[src/rtl/seq_bit_serializer.sv]
// Parallel-in, serial-out source for the 101 sequence detector: words arrive on a
// valid/ready handshake and leave one bit per clock on x_out, qualified by x_valid.
module seq_bit_serializer #(
    parameter int WIDTH     = 8,
    parameter int MSB_FIRST = 1,
    parameter bit IDLE_BIT  = 1'b0,
    parameter int CNT_W     = 16
) (
    input  logic             clk,
    input  logic             rst,
    input  logic             in_valid,
    input  logic [WIDTH-1:0] in_data,
    output logic             in_ready,
    input  logic             abort,
    output logic             x_out,
    output logic             x_valid,
    output logic             last_bit,
    output logic             busy,
    output logic [CNT_W-1:0] words_sent
);

    localparam int BIT_W = (WIDTH > 1) ? $clog2(WIDTH) : 1;
    localparam logic [BIT_W-1:0] LAST_IDX = BIT_W'(WIDTH - 1);

    typedef enum logic {
        IDLE  = 1'b0,
        SHIFT = 1'b1
    } state_t;

    state_t           state_q, state_d;
    logic [WIDTH-1:0] sh_q, sh_d;
    logic [BIT_W-1:0] cnt_q, cnt_d;
    logic             x_out_q, x_out_d;
    logic             x_valid_q, x_valid_d;
    logic             last_bit_q, last_bit_d;
    logic [CNT_W-1:0] words_q, words_d;

    logic             accept;
    logic             first_bit;
    logic [WIDTH-1:0] load_sh;
    logic             next_bit;
    logic [WIDTH-1:0] shifted_sh;

    // Handshake: a word transfers on a rising edge where in_valid && in_ready.
    // in_ready depends only on state, bit counter, abort and rst, never on in_valid,
    // and rises on the last bit of a word so the next word follows with no gap.
    always_comb begin
        in_ready = 1'b0;
        if (rst && !abort) begin
            in_ready = (state_q == IDLE) || ((state_q == SHIFT) && (cnt_q == LAST_IDX));
        end
    end

    assign accept = in_valid && in_ready;

    always_comb begin
        if (MSB_FIRST != 0) begin
            first_bit  = in_data[WIDTH-1];
            load_sh    = in_data << 1;
            next_bit   = sh_q[WIDTH-1];
            shifted_sh = sh_q << 1;
        end else begin
            first_bit  = in_data[0];
            load_sh    = in_data >> 1;
            next_bit   = sh_q[0];
            shifted_sh = sh_q >> 1;
        end
    end

    always_comb begin
        state_d    = state_q;
        sh_d       = sh_q;
        cnt_d      = cnt_q;
        x_out_d    = x_out_q;
        x_valid_d  = x_valid_q;
        last_bit_d = last_bit_q;
        words_d    = words_q;

        if (abort) begin
            state_d    = IDLE;
            x_out_d    = IDLE_BIT;
            x_valid_d  = 1'b0;
            last_bit_d = 1'b0;
            cnt_d      = '0;
        end else if ((state_q == SHIFT) && (cnt_q != LAST_IDX)) begin
            x_out_d    = next_bit;
            sh_d       = shifted_sh;
            cnt_d      = cnt_q + BIT_W'(1);
            last_bit_d = (cnt_d == LAST_IDX);
        end else begin
            // Either idle, or the final bit of a word is on the wire this cycle.
            if (state_q == SHIFT) begin
                words_d = words_q + CNT_W'(1);
            end
            if (accept) begin
                state_d    = SHIFT;
                x_out_d    = first_bit;
                sh_d       = load_sh;
                cnt_d      = '0;
                x_valid_d  = 1'b1;
                last_bit_d = 1'b0;
            end else if (state_q == SHIFT) begin
                state_d    = IDLE;
                x_out_d    = IDLE_BIT;
                x_valid_d  = 1'b0;
                last_bit_d = 1'b0;
                cnt_d      = '0;
            end
        end
    end

    always_ff @(posedge clk or negedge rst) begin
        if (!rst) begin
            state_q    <= IDLE;
            sh_q       <= '0;
            cnt_q      <= '0;
            x_out_q    <= IDLE_BIT;
            x_valid_q  <= 1'b0;
            last_bit_q <= 1'b0;
            words_q    <= '0;
        end else begin
            state_q    <= state_d;
            sh_q       <= sh_d;
            cnt_q      <= cnt_d;
            x_out_q    <= x_out_d;
            x_valid_q  <= x_valid_d;
            last_bit_q <= last_bit_d;
            words_q    <= words_d;
        end
    end

    assign x_out      = x_out_q;
    assign x_valid    = x_valid_q;
    assign last_bit   = last_bit_q;
    assign busy       = (state_q == SHIFT);
    assign words_sent = words_q;

endmodule

[config.mk]
export PLATFORM = sky130hd
export DESIGN_NAME = seq_bit_serializer
export DESIGN_NICKNAME = d
export VERILOG_FILES = /design/src/rtl/seq_bit_serializer.sv
export SDC_FILE = /design/constraint.sdc
export NUM_CORES = 1
export LEC_CHECK = 0
export CORE_MARGIN = 2
export CORE_UTILIZATION = 44
export DETAILED_ROUTE_END_ITERATION = 10
export PLACE_DENSITY = 0.79
export SLEW_MARGIN = 20
export SYNTH_ARGS = -nofsm -noshare
export SYNTH_HDL_FRONTEND = slang
export SYNTH_SLANG_ARGS = --single-unit
[constraint.sdc]
create_clock -name clk -period 1.7 [get_ports clk]
set_input_delay 0.51 -clock clk [delete_from_list [all_inputs] [get_ports clk]]
set_output_delay 0.51 -clock clk [all_outputs]
set_load 0.01 [all_outputs]
==> results.sh, run 1 <==
export IMPL_drv_cap=0
export IMPL_ys_flop_type="dfrtp_1"
export IMPL_grt_max_degree=18
export IMPL_io_pins=33
export IMPL_synth_async_reset_ratio=1.00
export IMPL_leakagePower_nw=1.13
export IMPL_synth_area_mm2=0.00141
export IMPL_clock_path_buffers=2
export IMPL_muxShareOfSynthArea=0.00801
export IMPL_clockPowerShare=0.283
export IMPL_num_vias=1266
export IMPL_core_area_mm2=0.00305
export IMPL_ir_drop_v=0.000488
export IMPL_worst_slew_pin_slew_ps=564
export IMPL_rows=20
export IMPL_antenna_found_initial=0
export IMPL_clk_pin_slew_ps=90
export IMPL_slew_headroom=0.622
export IMPL_hold_violations=0
export IMPL_yosys_area_share_simple=0.212
export IMPL_r2r_cells=7
export IMPL_slew_violations=0
export IMPL_skew_ps=13.1
export IMPL_p_sw_mw=0.364
export IMPL_power_density_mw_per_mm2=632
export IMPL_crit_path_start_kind="flop"
export IMPL_ys_seq_area_frac=0.534
export IMPL_cpPeakStageDelay_ps=400
export IMPL_layout_setup_ws_ps=-190
export IMPL_fin_nets=221
export IMPL_violations="negative setup slack"
export IMPL_crit_buf_inv=1
export IMPL_syn_area_per_cell_um2=10.3
export IMPL_antennaDiodeCount=0
export IMPL_crit_path_end_kind="primary output"
export IMPL_grt_pass1_vias=1301
export IMPL_route_detailed_drc=0
export IMPL_ant_nets=0
export IMPL_die_h_um=60.5
export IMPL_cts_buffers=5
export IMPL_place_congestion=0.805
export IMPL_drt_pass1_iter_count=4
export IMPL_root_buffer="clkbuf_4"
export IMPL_synth_edf_count=0
export IMPL_min_path_type="input port to async pin"
export IMPL_fin_tns_setup_ps=-595
export IMPL_cp_slowest_cell="dfrtp_1"
export IMPL_final_util=0.715
export IMPL_final_instance_count_excl_fill=249
export IMPL_synthAdderAreaFrac=0.0356
export IMPL_drive_gt1_frac=0.288
export IMPL_grt_pass1_wl_um=5690
export IMPL_ys_warn_count=0
export IMPL_rsz0062_at_grt="true"
export IMPL_synth_fp_nets=152
export IMPL_cp_data_arrival_time_ps=1380
export IMPL_ys_types=30
export IMPL_grt_total_usage=0.213
export IMPL_synth_top_family_by_area="simple AND/OR/NAND/NOR gates"
export IMPL_numPortBuffers=32
export IMPL_cts_tree="yes"
export IMPL_fill_cells=242
export IMPL_setup_worst_path_class="flop to primary output"
export IMPL_critical_path_top_delay_family="flip-flops"
export IMPL_status="complete, but fails checks"
export IMPL_wl_per_cell_um=13.8
export IMPL_critPathMaxFanout=2
export IMPL_h_tree_depth=2
export IMPL_routed_wl_um=3440
export IMPL_cp_num_cells=5
export IMPL_p_seq_frac=0.566
export IMPL_place_worst_setup_slack_ps=-580
export IMPL_cp_cell_sequence="ha_2 > ha_4 > nor2b_4 > nor3b_2 > buf_2"
export IMPL_finalPower_mw=1.38
export IMPL_min_period_ps=1890
export IMPL_rrSetupSlack_ps=-90
export IMPL_dp_cells=221
export IMPL_worstSetupStartpoint="cnt_q[0]"
export IMPL_timing_final_crit_share=1.11
export IMPL_synth_cells=136
export IMPL_layout_area_overhead_vs_synth_pct=55.2
export IMPL_intPower_mw=1.02
export IMPL_hpwl_um=2180
export IMPL_vias_per_cell=5.08
export IMPL_cts_sinks=30
export IMPL_r2r_start="cnt_q[0]"
export IMPL_worstPathRequired_ps=1190
export IMPL_p_sw_frac=0.264
export IMPL_synth_compound_area_share=0.0836
export IMPL_first_iter_violations=73
export IMPL_start_util=0.461
export IMPL_die_x_um=60.5
export IMPL_fmax_mhz=529
export IMPL_finalSetupViolations=6
export IMPL_synth_seq_cells=30
export IMPL_overflow=0
export IMPL_dieArea_mm2=0.00366
export IMPL_clkLatencyLatePin_ps=330
export IMPL_synth_xor_area_share=0.0934
export IMPL_p_comb_frac=0.151
## kinds of logic after synthesis
logic type | after synthesis
muxes | 1
AOI/OAI and AO/OA | 18
DFF | 30
adders and majority gates | 4
and+or+nand+nor | 58
buffers and inverters | 10
xor gates and xnor gates | 15
## flip-flops by register name, indices dropped and copies added (netlist names)
name,cells
x_out,1
last_bit,1
x_valid,1
words_sent,16
busy,1
cnt_q,3
sh_q,7
## final cells by class
cell class	count	area, um2	area share
multi-input cells	96	689	0.316
clock inverters	2	10.0	0.00458
well taps	44	55.1	0.0252
inverters	5	18.8	0.00860
clock buffers	5	37.5	0.0172
flip-flops and latches	30	751	0.344
repair buffers	67	622	0.285
## path summary, 6_finish.rpt
kind / end
setup reg to reg: words_sent[15]
setup / recovery: in_ready
hold / removal: sh_q[7]
max in group asynchronous: x_valid
hold reg to reg: x_out
min in group clk: x_out
## cell usage after synthesis, types with 2 or more instances
| master | n | area [um2] |
|---|---|---|
| inv_1 | 5 | 18.8 |
| dfrtp_1 | 30 | 751 |
| xnor2_1 | 8 | 70.1 |
| buf_2 | 2 | 10.0 |
| a31oi_1 | 6 | 37.5 |
| nand2b_1 | 2 | 12.5 |
| nor2_1 | 15 | 56.3 |
| a21oi_1 | 2 | 10.0 |
| and4_1 | 2 | 17.5 |
| nor3_1 | 2 | 10.0 |
| o21ai_0 | 4 | 20.0 |
| xor2_1 | 7 | 61.3 |
| nand3_1 | 6 | 30.0 |
| ha_1 | 4 | 50.1 |
| nand4_1 | 2 | 12.5 |
| clkbuf_1 | 2 | 7.51 |
| nand2_1 | 23 | 86.3 |
| a211oi_1 | 2 | 15.0 |
## worst reg2reg max path, delay by kind of cell, from the launching register on
kind	cells	cell delay (ps)
xor+xnor	1	180
fa+ha+maj	2	330
buf+inv	1	140
flops	1	370
simple gates	3	710
## power by group through the flow
| stage | logic, mW | registers [mW] | clock network [mW] |
|---|---|---|---|
| CTS | 0.207 | 0.779 | 0.406 |
| global route | 0.231 | 0.786 | 0.449 |
| global placement | 0.168 | 0.789 | 0 |
| floorplan | 0.0785 | 0.791 | 0 |
| detailed placement | 0.175 | 0.792 | 0 |
| finish | 0.208 | 0.781 | 0.391 |
## per-stage QoR
| stage | instance area [um2] | hold slack (ps) |
|---|---|---|
| global placement | 1890 | 460 |
| finish | 2180 | 360 |
| floorplan | 1440 | 214 |
| detailed placement | 1890 | 477 |
| global route | 2180 | 352 |
| CTS | 2150 | 341 |
## metal layers
| layer | wire [um] | GRT usage | share of wire |
|---|---|---|---|
| met4 | 84 | 0.0776 | 0.024 |
| met3 | 200 | 0.0597 | 0.058 |
| met1 | 1370 | 0.238 | 0.40 |
| met2 | 1780 | 0.388 | 0.52 |
| met5 | 0 | 0 | 0 |
## layout by cell type, fill, tap and decap left out, types with 2 or more instances in the layout
cell type,netlist,final
dfrtp_1,30,30
buf_4,0,30
nand2_1,23,23
dlygate4sd2_1,0,20
nor2_1,15,11
clkdlybuf4s50_1,0,10
xnor2_1,8,8
xor2_1,7,7
nand3_1,6,6
a31oi_1,6,6
inv_1,5,5
clkbuf_4,0,5
o21ai_0,4,4
nor2_4,0,3
nand4_1,2,2
a211oi_1,2,2
and4_1,2,2
ha_1,4,2
clkinv_2,0,2
buf_12,0,2
## repair_timing
item,in CTS,in global routing
gates cloned,2,0
resized for setup,39,6
setup endpoints to repair,39,16
hold buffers,0,0
pin swaps,2,9
buffers inserted,15,4
Note: power is estimated with default switching activity, not from simulation.
==> run 2, diff against run 1 <==
==> constraint.sdc (replaced) <==
create_clock -name clk -period 1.6 [get_ports clk]
set_input_delay 0.48 -clock clk [delete_from_list [all_inputs] [get_ports clk]]
set_output_delay 0.48 -clock clk [all_outputs]
set_load 0.01 [all_outputs]
==> results.sh, run 2 (synthesized netlist as in run 1, its figures left out) <==
export IMPL_status="complete, but fails checks"
export IMPL_violations="negative setup slack"
export IMPL_antenna_found_initial=0
export IMPL_grt_max_degree=35
export IMPL_antennaDiodeCount=0
export IMPL_rows=20
export IMPL_drive_gt1_frac=0.270
export IMPL_wl_per_cell_um=13.2
export IMPL_worst_slew_pin_slew_ps=235
export IMPL_power_density_mw_per_mm2=712
export IMPL_numPortBuffers=32
export IMPL_first_iter_violations=56
export IMPL_largest_reg_flops=16
export IMPL_dieArea_mm2=0.00366
export IMPL_slew_headroom=0.842
export IMPL_slew_violations=0
export IMPL_cts_buffers=5
export IMPL_io_pins=33
export IMPL_timing_final_crit_share=1.19
export IMPL_die_h_um=60.5
export IMPL_layout_setup_ws_ps=-299
export IMPL_crit_path_end_kind="primary output"
export IMPL_ir_drop_v=0.000437
export IMPL_worstSetupStartpoint="cnt_q[1]"
export IMPL_start_util=0.461
export IMPL_r2r_start="cnt_q[0]"
export IMPL_die_x_um=60.5
export IMPL_finalSetupViolations=16
export IMPL_clock_path_buffers=2
export IMPL_fmax_mhz=527
export IMPL_place_congestion=0.799
export IMPL_root_buffer="clkbuf_4"
export IMPL_drt_pass1_iter_count=4
export IMPL_critPathMaxFanout=2
export IMPL_final_common_cell="dfrtp_1"
export IMPL_layout_area_overhead_vs_synth_pct=49.7
export IMPL_route_detailed_drc=0
export IMPL_leakagePower_nw=1.09
export IMPL_clkLatencyLatePin_ps=330
export IMPL_rsz0062_at_grt="true"
export IMPL_worstPathRequired_ps=1120
export IMPL_routed_wl_um=3230
export IMPL_crit_path_start_kind="flop"
export IMPL_drv_cap=0
export IMPL_cp_data_arrival_time_ps=1420
export IMPL_hpwl_um=2120
export IMPL_mostFrequentLayoutCells="dfrtp_1, buf_4, nand2_1, dlygate4sd2_1, nor2_1"
export IMPL_cts_sinks=30
export IMPL_postCtsHoldBufs=0
export IMPL_min_path_type="input port to async pin"
export IMPL_clk_pin_slew_ps=90
export IMPL_overflow=0
export IMPL_grt_total_usage=0.201
export IMPL_ant_nets=0
export IMPL_cts_tree="yes"
export IMPL_r2r_cells=7
export IMPL_finalPower_mw=1.50
export IMPL_setup_worst_path_class="flop to primary output"
export IMPL_skew_ps=7.66
export IMPL_grt_pass1_wl_um=5240
export IMPL_vias_per_cell=5.05
export IMPL_fill_cells=251
export IMPL_core_area_mm2=0.00305
export IMPL_hold_violations=0
export IMPL_h_tree_depth=2
export IMPL_min_period_ps=1900
export IMPL_fin_tns_setup_ps=-1680
export IMPL_fin_nets=215
export IMPL_num_vias=1231
export IMPL_grt_pass1_vias=1191
run 2: layout make-up:
cell class,count,area (um2),share of cell area
clock inverter,1,5.00,0.00238
timing repair buffer,61,534,0.254
inverter,5,18.8,0.00891
sequential,30,751,0.357
multi-input combinational,96,687,0.326
clock buffer,7,55.1,0.0261
tap,44,55.1,0.0261
run 2: power by group:
| group | total [mW] | switching, mW | internal [mW] |
|---|---|---|---|
| registers | 0.825 | 0.0240 | 0.801 |
| clock network | 0.476 | 0.263 | 0.213 |
| logic | 0.199 | 0.0971 | 0.102 |
| total | 1.50 | 0.384 | 1.12 |
run 2: routing by layer:
layer	vias up	GRT usage	wire length [um]
li1	589	-	-
met1	590	0.214	1360
met2	44	0.348	1630
met3	8	0.0810	170
met4	0	0.0932	71
met5	-	0	0
run 2: path summary, 6_finish.rpt:
kind                                  end  slack, ps
max                              in_ready       -300
min                         words_sent[8]        340
max reg2reg                words_sent[15]       -140
min reg2reg                words_sent[15]        480
max in group asynchronous         sh_q[3]       1080
min in group clk           words_sent[15]        480
run 2: what timing repair did:
| item | in CTS | in global routing |
|---|---|---|
| pin swaps | 0 | 0 |
| endpoints found under the setup margin | 45 | 23 |
| resized for setup | 38 | 3 |
| buffers inserted | 13 | 2 |
run 2: worst max-delay path, stage by stage (launching register included):
cell and delay (ps):
dfrtp_1 390, ha_2 200, ha_4 160, nor2b_4 140, nor3b_4 50, buf_2 140
run 2: through the flow:
step                      std cells  setup slack, ps  instance area (um2)  hold WS, ps  utilization
after CTS                       244             -311                 2090          305        0.686
after global placement          223             -644                 1920          453        0.630
after floorplan                 136            -25.6                 1470          184            -
after detailed placement        223             -640                 1920          474        0.630
after global routing            244             -365                 2110          334        0.690
final                           244             -299                 2110          339        0.690
